$ cat src/rtl/hamming74_enc_stream.sv
// Streaming Hamming(7,4) SECDED encoder: one byte in, two 8-bit codewords out
// (low nibble first), with optional per-nibble XOR error injection and a counter.
module hamming74_enc_stream #(
    parameter bit ERR_INJ = 1'b1
) (
    input  logic        i_clk,
    input  logic        i_rst,
    input  logic        i_valid,
    output logic        o_ready,
    input  logic [7:0]  i_byte,
    input  logic [7:0]  i_inj_lo,
    input  logic [7:0]  i_inj_hi,
    output logic        o_valid,
    input  logic        i_ready,
    output logic [6:0]  o_data,
    output logic        o_parity,
    output logic        o_last,
    output logic [15:0] o_inj_count
);

    typedef enum logic [1:0] {
        ST_IDLE = 2'd0,
        ST_LO   = 2'd1,
        ST_HI   = 2'd2
    } state_t;

    // Returns {overall_parity, cw[6:0]} for one nibble.
    function automatic logic [7:0] enc74(input logic [3:0] d);
        logic [6:0] cw;
        cw[0] = d[0] ^ d[1] ^ d[3];
        cw[1] = d[0] ^ d[2] ^ d[3];
        cw[2] = d[0];
        cw[3] = d[1] ^ d[2] ^ d[3];
        cw[4] = d[1];
        cw[5] = d[2];
        cw[6] = d[3];
        return {^cw, cw};
    endfunction

    state_t      state_q, state_d;
    logic [7:0]  byte_q, byte_d;
    logic [7:0]  inj_lo_q, inj_lo_d;
    logic [7:0]  inj_hi_q, inj_hi_d;
    logic [7:0]  out_q, out_d;
    logic [7:0]  cur_mask_q, cur_mask_d;
    logic        last_q, last_d;
    logic        valid_q, valid_d;
    logic [15:0] count_q, count_d;
    logic [7:0]  mask_lo_s, mask_hi_s;
    logic        ready_s;

    assign mask_lo_s = ERR_INJ ? i_inj_lo : 8'h00;
    assign mask_hi_s = ERR_INJ ? i_inj_hi : 8'h00;

    // Next-state, output-register and handshake logic.
    always_comb begin
        state_d    = state_q;
        byte_d     = byte_q;
        inj_lo_d   = inj_lo_q;
        inj_hi_d   = inj_hi_q;
        out_d      = out_q;
        cur_mask_d = cur_mask_q;
        last_d     = last_q;
        valid_d    = valid_q;
        ready_s    = 1'b0;
        case (state_q)
            ST_IDLE: begin
                ready_s = 1'b1;
                if (i_valid) begin
                    byte_d     = i_byte;
                    inj_lo_d   = mask_lo_s;
                    inj_hi_d   = mask_hi_s;
                    out_d      = enc74(i_byte[3:0]) ^ mask_lo_s;
                    cur_mask_d = mask_lo_s;
                    last_d     = 1'b0;
                    valid_d    = 1'b1;
                    state_d    = ST_LO;
                end else begin
                    valid_d = 1'b0;
                end
            end
            ST_LO: begin
                ready_s = 1'b0;
                if (i_ready) begin
                    out_d      = enc74(byte_q[7:4]) ^ inj_hi_q;
                    cur_mask_d = inj_hi_q;
                    last_d     = 1'b1;
                    state_d    = ST_HI;
                end else begin
                    state_d = ST_LO;
                end
            end
            ST_HI: begin
                ready_s = i_ready;
                if (i_ready && i_valid) begin
                    byte_d     = i_byte;
                    inj_lo_d   = mask_lo_s;
                    inj_hi_d   = mask_hi_s;
                    out_d      = enc74(i_byte[3:0]) ^ mask_lo_s;
                    cur_mask_d = mask_lo_s;
                    last_d     = 1'b0;
                    state_d    = ST_LO;
                end else if (i_ready) begin
                    valid_d = 1'b0;
                    state_d = ST_IDLE;
                end else begin
                    state_d = ST_HI;
                end
            end
            default: begin
                valid_d = 1'b0;
                state_d = ST_IDLE;
            end
        endcase

        // Count the codeword leaving on this handshake, saturating.
        count_d = count_q;
        if (valid_q && i_ready && (cur_mask_q != 8'h00) && (count_q != 16'hFFFF)) begin
            count_d = count_q + 16'd1;
        end else begin
            count_d = count_q;
        end
    end

    // State and datapath registers.
    always_ff @(posedge i_clk or posedge i_rst) begin
        if (i_rst) begin
            state_q    <= ST_IDLE;
            byte_q     <= 8'h00;
            inj_lo_q   <= 8'h00;
            inj_hi_q   <= 8'h00;
            out_q      <= 8'h00;
            cur_mask_q <= 8'h00;
            last_q     <= 1'b0;
            valid_q    <= 1'b0;
            count_q    <= 16'h0000;
        end else begin
            state_q    <= state_d;
            byte_q     <= byte_d;
            inj_lo_q   <= inj_lo_d;
            inj_hi_q   <= inj_hi_d;
            out_q      <= out_d;
            cur_mask_q <= cur_mask_d;
            last_q     <= last_d;
            valid_q    <= valid_d;
            count_q    <= count_d;
        end
    end

    assign o_ready     = ready_s;
    assign o_valid     = valid_q;
    assign o_data      = out_q[6:0];
    assign o_parity    = out_q[7];
    assign o_last      = last_q;
    assign o_inj_count = count_q;

endmodule

$ cat config.mk
export PLATFORM = sky130hd
export DESIGN_NAME = hamming74_enc_stream
export DESIGN_NICKNAME = d
export VERILOG_FILES = /design/src/rtl/hamming74_enc_stream.sv
export SDC_FILE = /design/constraint.sdc
export NUM_CORES = 1
export LEC_CHECK = 0
export BUFFER_PORTS_ARGS = -buffer_cell sky130_fd_sc_hd__buf_2
export CAP_MARGIN = 30
export CORE_ASPECT_RATIO = 1.1
export CORE_MARGIN = 2
export CORE_UTILIZATION = 46
export CTS_CLUSTER_DIAMETER = 50
export DETAILED_ROUTE_END_ITERATION = 16
export PLACE_DENSITY_LB_ADDON = 0.15
export RECOVER_POWER = 50
export SYNTH_ARGS = -nofsm -noshare
export SYNTH_HDL_FRONTEND = slang
export SYNTH_SLANG_ARGS = --single-unit
$ cat constraint.sdc
create_clock -name i_clk -period 1.9 [get_ports i_clk]
set_input_delay 0.57 -clock i_clk [delete_from_list [all_inputs] [get_ports i_clk]]
set_output_delay 0.57 -clock i_clk [all_outputs]
set_load 0.01 [all_outputs]
==> key figures, run 1 <==
Run
  – Max-Cap Viols: 0

Timing
  – Final Hold Viols: 0
  – Min Clock Period, post-route: 1795 ps
  – Final setup fails: 0
  – Skew final: roughly 5.8 ps
  – Maximum clock frequency: 557.2 MHz
  – WHS: about 360 ps
  – Final Max Tran Viols: 0
  – Worst Max-Slew Pin Slew: 742.4 ps
  – Final worst-path cycle share: a little over nine tenths
  – Slew Limit Headroom: ~50%
  – Setup_tns: 0 ps
  – RSZ-0062 raised after global routing: false

GRT
  – First-pass GRT wire length: 8.438 mm
  – Total GRT Usage: 18.37%
  – Initial antenna violation count: 0
  – Global Route met1 Usage: between 20 and 25%
  – Largest net degree at the start of global routing: 33
  – Global-route met3 utilization: 3.598%
  – Grt total ovfl: 0
  – GR Util met2: about a third
  – GRT Max-Usage Layer: met2
  – Vias in the first global route: 1869

Route
  – Remaining antenna violation count: 0
  – Routed wire per std cell: 13.13 um
  – # DRC: 0
  – Vias: 1791
  – WL final: 4.807 mm
  – Initial DRT Pass Iterations: 4
  – DRT iter0 DRCs: 46
  – Routed vias/inst: 4.893

Setup path
  – Reg2reg start: cur_mask_q[2]$_DFFE_PP0P_
  – Crit end category: flop
  – Largest stage delay on the critical path: between 500 and 600 ps
  – Data required time at the worst endpoint: 2060 ps
  – Startpoint types: flop
  – Reg2Reg Setup Slack: 110 ps
  – Reg2Reg Depth: 5
  – Arr. time, crit path: 1950 ps
  – CP max FO: 6
  – CP startpoint: cur_mask_q[2]$_DFFE_PP0P_
  – Slowest CP cell: or4_4
  – R2R Path End: o_inj_count[6]$_DFFE_PP0P_
  – CP Class: flop to flop
  – CP Cell Sequence: or4_4 > o211ai_4 > buf_4 > a2111oi_0 > xor2_1
  – Worst Setup EP: o_inj_count[6]$_DFFE_PP0P_

Clock network
  – CTS Sinks: 48
  – Buffer depth of the longest clock path: 2
  – Hold buffer count at CTS: 0
  – CTS tree: yes
  – H-tree Lvls: 2
  – Post CTS Setup Buffer Count: 0
  – Root Buffer: clkbuf_8
  – Clk Latency, worst-skew pair: ~300 ps
  – Clock transition at the registers of the reported paths: around 80 ps
  – CTS Buf Count: 5

Floorplanning
  – Initial core utilization: 47.00%
  – Die area: around 6000 um2
  – Chip Width: 74.10 um
  – Cell Rows: 28
  – Core Footprint: 5290 um2
  – I/O pin count: 55
  – Die Y: 81.11 um

Synthesis
  – Asr flop ratio synth: 100.0%
  – Mapped cell area: between 2000 and 2500 um2
  – Largest family of logic cells by synthesized area: XOR/XNOR gates
  – Seq cells post-synth: 48
  – Synth Area in XOR/XNOR: 14.80%
  – Number of enable flip-flop cells after synthesis: 0
  – Cell taking the most area after synthesis: dfrtp_1
  – Ys flop type: dfrtp_1
  – Avg Cell Area, Syn: 11.10 um2
  – Post-synthesis simple-gate area fraction: roughly 11%
  – Cell with the most instances after synthesis: dfrtp_1
  – Most instantiated cells after synthesis: 48 x dfrtp_1, 25 x xor2_1, 22 x nand2_1
  – Sequential-to-total area share from yosys stat: 48.31%
  – Leading post-synthesis cells by cell area: dfrtp_1 48%, xor2_1 8.8%, xnor2_1 6.0%, mux2_2 5.9%, mux2i_1 5.2%
  – Synth Instances: 224
  – Area fraction in compound gates after synthesis: 11.32%
  – Synth warnings: 0
  – Synthesized-area fraction occupied by adder cells: less than 1%
  – Yosys top cell area share: 48.31%
  – Syn Nets: 253
  – Post-synthesis mux area share: 11.73%
  – Synth cell types: 37

Status
  – Status: finished clean

Place
  – Cell Area, Placed: 2955 um2
  – Gpl congestion: 0.8136
  – DP HPWL: about 3.8 mm
  – Port Buf Inserts: 54

Finish
  – Area grow syn2layout: 22.04%
  – Final Net Count: approximately 320
  – Final instance area: 3034 um2
  – Layout cells sized above 1: 32.99%
  – Number of fill cells in the layout: 466
  – Antenna diodes: 0

Pwr
  – P_int: 2.616 mW
  – Sequential share of power: 42.8%
  – Logic pwr share: a little over two fifths
  – Cell area power density: approximately 1400 nW/um2
  – Total net switching power: 1.517 mW
  – Pleak: 1.501 nW
  – VDD IR max: between 0.7 and 0.8 mV
  – Clock share of power: between 10% and 20%
  – Sw Share: between 30% and 40%

Min path
  – Path category of the worst min-delay check: input port to async pin
timing repair:
| action | CTS | global route |
|---|---|---|
| gates resized for setup | 0 | 1 |
| endpoints found under the hold margin | 0 | 0 |
| endpoints found under the setup margin | 0 | 1 |
metal layers:
layer / wire [um] / up-vias
met5: 0 / -
met4: 80 / 0
met3: 201 / 8
met2: 2480 / 44
met1: 2045 / 819
li1: - / 920
layout make-up:
cell class	count	area, um2	area share (%)
clock buffer	8	90.09	2.969
inverter	4	15.01	0.4948
multi-input combinational	164	1246	41.07
sequential	48	1201	39.59
tap	75	93.84	3.093
timing repair buffer	67	387.9	12.78
stage by stage:
| step | setup WS (ps) | utilization [%] | power [mW] | std cells |
|---|---|---|---|---|
| after floorplan | 185.5 | - | 3.005 | 224 |
| final | 105.4 | 57.36 | 4.133 | 366 |
| after global placement | 78.96 | 55.87 | 3.540 | 358 |
| after CTS | 114.1 | 57.57 | 4.217 | 366 |
| after global routing | 38.99 | 57.36 | 4.484 | 366 |
| after detailed placement | 86.24 | 55.87 | 3.593 | 358 |
power groups by stage:
stage,Sequential [mW],Combinational (mW),Clock [mW]
2_1_floorplan,1.80,1.21,0
6_report,1.77,1.75,0.614
3_5_place_dp,1.80,1.79,0
4_1_cts,1.78,1.79,0.644
5_1_grt,1.85,1.96,0.676
3_3_place_gp,1.79,1.75,0
logic make-up after synthesis:
logic type,after synthesis
and+or+nand+nor,54
DFF,48
xor gates and xnor gates,42
AOI/OAI and AO/OA,40
muxes,27
buffers and inverters,12
adders and majority gates,1
worst min path at each step:
stage / start / end / slack, ps
floorplan: cur_mask_q[0]$_DFFE_PP0P_ / cur_mask_q[0]$_DFFE_PP0P_ / 450
global placement: o_last$_DFFE_PP0P_ / o_last$_DFFE_PP0P_ / 460
detailed placement: cur_mask_q[3]$_DFFE_PP0P_ / cur_mask_q[3]$_DFFE_PP0P_ / 470
CTS: i_rst / o_inj_count[7]$_DFFE_PP0P_ / 260
global route: i_rst / o_inj_count[15]$_DFFE_PP0P_ / 430
finish: i_rst / o_inj_count[7]$_DFFE_PP0P_ / 360
flip-flops by register name, summed over array words and instances, names as in the netlist:
register	cells
out_q	8
inj_hi_q	8
o_valid	1
cur_mask_q	8
byte_q	4
o_inj_count	16
state_q	2
o_last	1
cells in the final DEF, fill, tap and decap left out, types with 2 or more instances in the layout:
| cell | netlist | routed |
|---|---|---|
| clkbuf_2 | 0 | 2 |
| a211oi_1 | 6 | 6 |
| nand4_1 | 4 | 4 |
| buf_4 | 1 | 9 |
| xnor2_1 | 17 | 17 |
| inv_1 | 4 | 4 |
| xor2_1 | 25 | 25 |
| a21oi_1 | 5 | 5 |
| clkbuf_8 | 0 | 6 |
| nand3_1 | 7 | 7 |
| buf_12 | 0 | 2 |
| nor2_1 | 5 | 5 |
| buf_2 | 2 | 54 |
| nand2_1 | 22 | 22 |
| mux2i_1 | 13 | 13 |
| clkbuf_1 | 5 | 2 |
| and3_1 | 4 | 4 |
| a2111oi_0 | 3 | 3 |
| a21o_1 | 2 | 2 |
| mux2_2 | 13 | 13 |
| dfrtp_1 | 48 | 48 |
| nand2b_1 | 2 | 2 |
| or4_4 | 2 | 2 |
| o21ai_0 | 18 | 18 |
critical path: cells and delay by family, from the launching register on:
| kind | cells | cell delay (ps) |
|---|---|---|
| AND/OR/NAND/NOR | 1 | 580 |
| flip-flops | 1 | 380 |
| AO/OA/AOI/OAI | 2 | 360 |
| buffers and inverters | 1 | 170 |
| XOR/XNOR | 1 | 170 |
No activity file was read; power rests on OpenSTA's default activity.
==> run 2, diff against run 1 <==
CORE_UTILIZATION = 54   (was 46)
==> run 2 against run 1 <==
Net effect: hold slack gained 68 ps; critical path depth fell by 1; critical path type unchanged; non-clock buffer count shrank 7; setup slack worse by 23 ps; clock power grew 4.2%; highest routed layer unchanged; routed wire length shrank 2.8%; die area shrank 14%; sequential share of layout area is 0.77 points higher; core utilization grew 11 points; register-to-register slack worse by 20 ps.
==> key figures, run 2 (synthesis results as in run 1) <==
Setup path
  – Slowest CP cell: a2111oi_0
  – Buffer and inverter count on the worst path: 0 (-1)
  – CP max FO: 6 (unchanged)
  – Largest stage delay on the critical path: 640 ps (+60 ps)
  – Startpoint types: flop
  – Arr. time, crit path: 1960 ps (about the same)
  – Family with the most delay on the worst path: compound AO/OA/AOI/OAI gates
  – Crit end category: flop
  – CP Class: flop to flop
  – Data required time at the worst endpoint: 2040 ps (-20 ps)
  – CP Cell Sequence: and3_2 > o2111ai_4 > a2111oi_0 > xor2_1

Clock network
  – Clk Latency, worst-skew pair: 290 ps (about the same)
  – CTS Sinks: 48 (unchanged)
  – Buffer depth of the longest clock path: 2 (unchanged)
  – CTS Buf Count: 5 (unchanged)
  – CTS tree: yes
  – H-tree Lvls: 2 (unchanged)
  – Clock transition at the registers of the reported paths: 80 ps (about the same)
  – Root Buffer: clkbuf_8
  – Post-CTS resize count: 0 (unchanged)
  – Post CTS Setup Buffer Count: 0 (unchanged)
  – Hold buffer count at CTS: 0 (unchanged)

Place
  – Gpl congestion: 0.7684 (-5.6%)
  – DP HPWL: 3.613 mm (-4.3%)
  – DP Worst Slack: 73.14 ps (-13.10 ps)
  – Port Buf Inserts: 54 (unchanged)

Floorplanning
  – I/O pin count: 55 (unchanged)
  – Cell Rows: 25 (-11%)
  – Initial core utilization: 57.18% (+10 points)
  – Chip Width: 68.70 um (-7.3%)
  – Core Footprint: 4348 um2 (-18%)
  – Die area: 5163 um2 (-14%)
  – Die Y: 75.17 um (-7.3%)

Route
  – Initial DRT Pass Iterations: 4 (unchanged)
  – # DRC: 0 (unchanged)
  – Routed vias/inst: 5.151 (+5.3%)
  – Routed wire per std cell: 13.87 um (+5.6%)
  – Remaining antenna violation count: 0 (unchanged)
  – DRT iter0 DRCs: 82 (+78%)
  – Vias: 1736 (-3.1%)
  – WL final: 4.673 mm (-2.8%)

Timing
  – Final setup fails: 0 (unchanged)
  – Setup_tns: 0 ps (unchanged)
  – Final Max Tran Viols: 0 (unchanged)
  – RSZ-0062 raised after global routing: false
  – Slew Limit Headroom: 44.12% (-6.4 points)
  – Worst Max-Slew Pin Slew: 837.2 ps (+94.80 ps)
  – Skew final: 4.863 ps (-0.9541 ps)
  – Final worst-path cycle share: 95.67% (+1.2 points)
  – Setup ws final: 82.26 ps (-23.18 ps)
  – Final Hold Viols: 0 (unchanged)
  – Maximum clock frequency: 550.1 MHz (-1.3%)
  – Min Clock Period, post-route: 1818 ps (+23.18 ps)

GRT
  – Total GRT Usage: 20.69% (+2.3 points)
  – Largest net degree at the start of global routing: 33 (unchanged)
  – Grt total ovfl: 0 (unchanged)
  – Initial antenna violation count: 0 (unchanged)
  – First-pass GRT wire length: 7.866 mm (-6.8%)
  – Vias in the first global route: 1715 (-8.2%)

Finish
  – Max reg flops: 16 (unchanged)
  – Commonest non-fill, non-tap cells in the layout: 54 x buf_2, 48 x dfrtp_1, 25 x xor2_1
  – Most common cell after layout, fill and taps aside: buf_2
  – Final Net Count: 312 (-2.2%)
  – Layout cells sized above 1: 31.45% (-1.5 points)
  – Antenna diodes: 0 (unchanged)
  – Area grow syn2layout: 19.73%

Status
  – Status: finished clean

Run
  – Max-Cap Viols: 0 (unchanged)

Pwr
  – VDD IR max: 0.8089 mV (+11%)
  – Pleak: 1.475 nW (-1.7%)
  – Cell area power density: 1388 nW/um2 (+1.9%)

Min path
  – Path category of the worst min-delay check: input port to async pin
[run 2: power by group]
| group | internal (mW) | switching (mW) |
|---|---|---|
| Clock | 0.324 | 0.316 |
| Combinational | 0.891 | 0.827 |
| Sequential | 1.41 | 0.366 |
| Total | 2.62 | 1.51 |
[run 2: worst register-to-register path, delay by kind of cell (launching register included)]
kind                      cells  cell delay, ps
AOI/OAI and AO/OA             2             810
DFF                           1             460
and+or+nand+nor               1             260
xor gates and xnor gates      1             140
[run 2: layer usage]
| layer | vias to the layer above | global-route usage [%] | wire length, um |
|---|---|---|---|
| met5 | - | 0 | 0 |
| met4 | 0 | 5.229 | 46 |
| met3 | 5 | 5.082 | 177 |
| met2 | 36 | 36.65 | 2433 |
| met1 | 793 | 25.17 | 2016 |
| li1 | 902 | - | - |
[run 2: worst paths after layout]
kind                                             from                     endpoint  slack, ps  depth (start not counted)
setup / recovery           o_inj_count[2]$_DFFE_PP0P_  o_inj_count[15]$_DFFE_PP0P_         80                          4
hold / removal                                  i_rst   o_inj_count[4]$_DFFE_PP0P_        430                          2
max in group asynchronous                       i_rst      inj_hi_q[5]$_DFFE_PP0P_        850                          3
setup reg to reg           o_inj_count[2]$_DFFE_PP0P_  o_inj_count[15]$_DFFE_PP0P_         80                          4
hold reg to reg                    o_last$_DFFE_PP0P_           o_last$_DFFE_PP0P_        480                          1
min in group i_clk                 o_last$_DFFE_PP0P_           o_last$_DFFE_PP0P_        480                          1
[run 2: stage by stage]
step                      hold slack (ps)  utilization [%]  power (mW)  area, um2  std cells
final                               430.0            68.46       4.133       2977        337
after global routing                490.8            68.46       4.459       2977        337
after CTS                           288.3            68.37       4.199       2973        337
after detailed placement            469.4            66.16       3.558       2877        330
after global placement              454.0            66.16       3.504       2877        330
after floorplan                     450.8                -       3.005       2486        224
[run 2: cell type report]
type                       instances  area (um2)
tap                               54       67.56
timing repair buffer              60       350.3
clock buffer                       7       96.34
sequential                        48        1201
multi-input combinational        164        1246
fill                             341        1371
inverter                           4       15.01
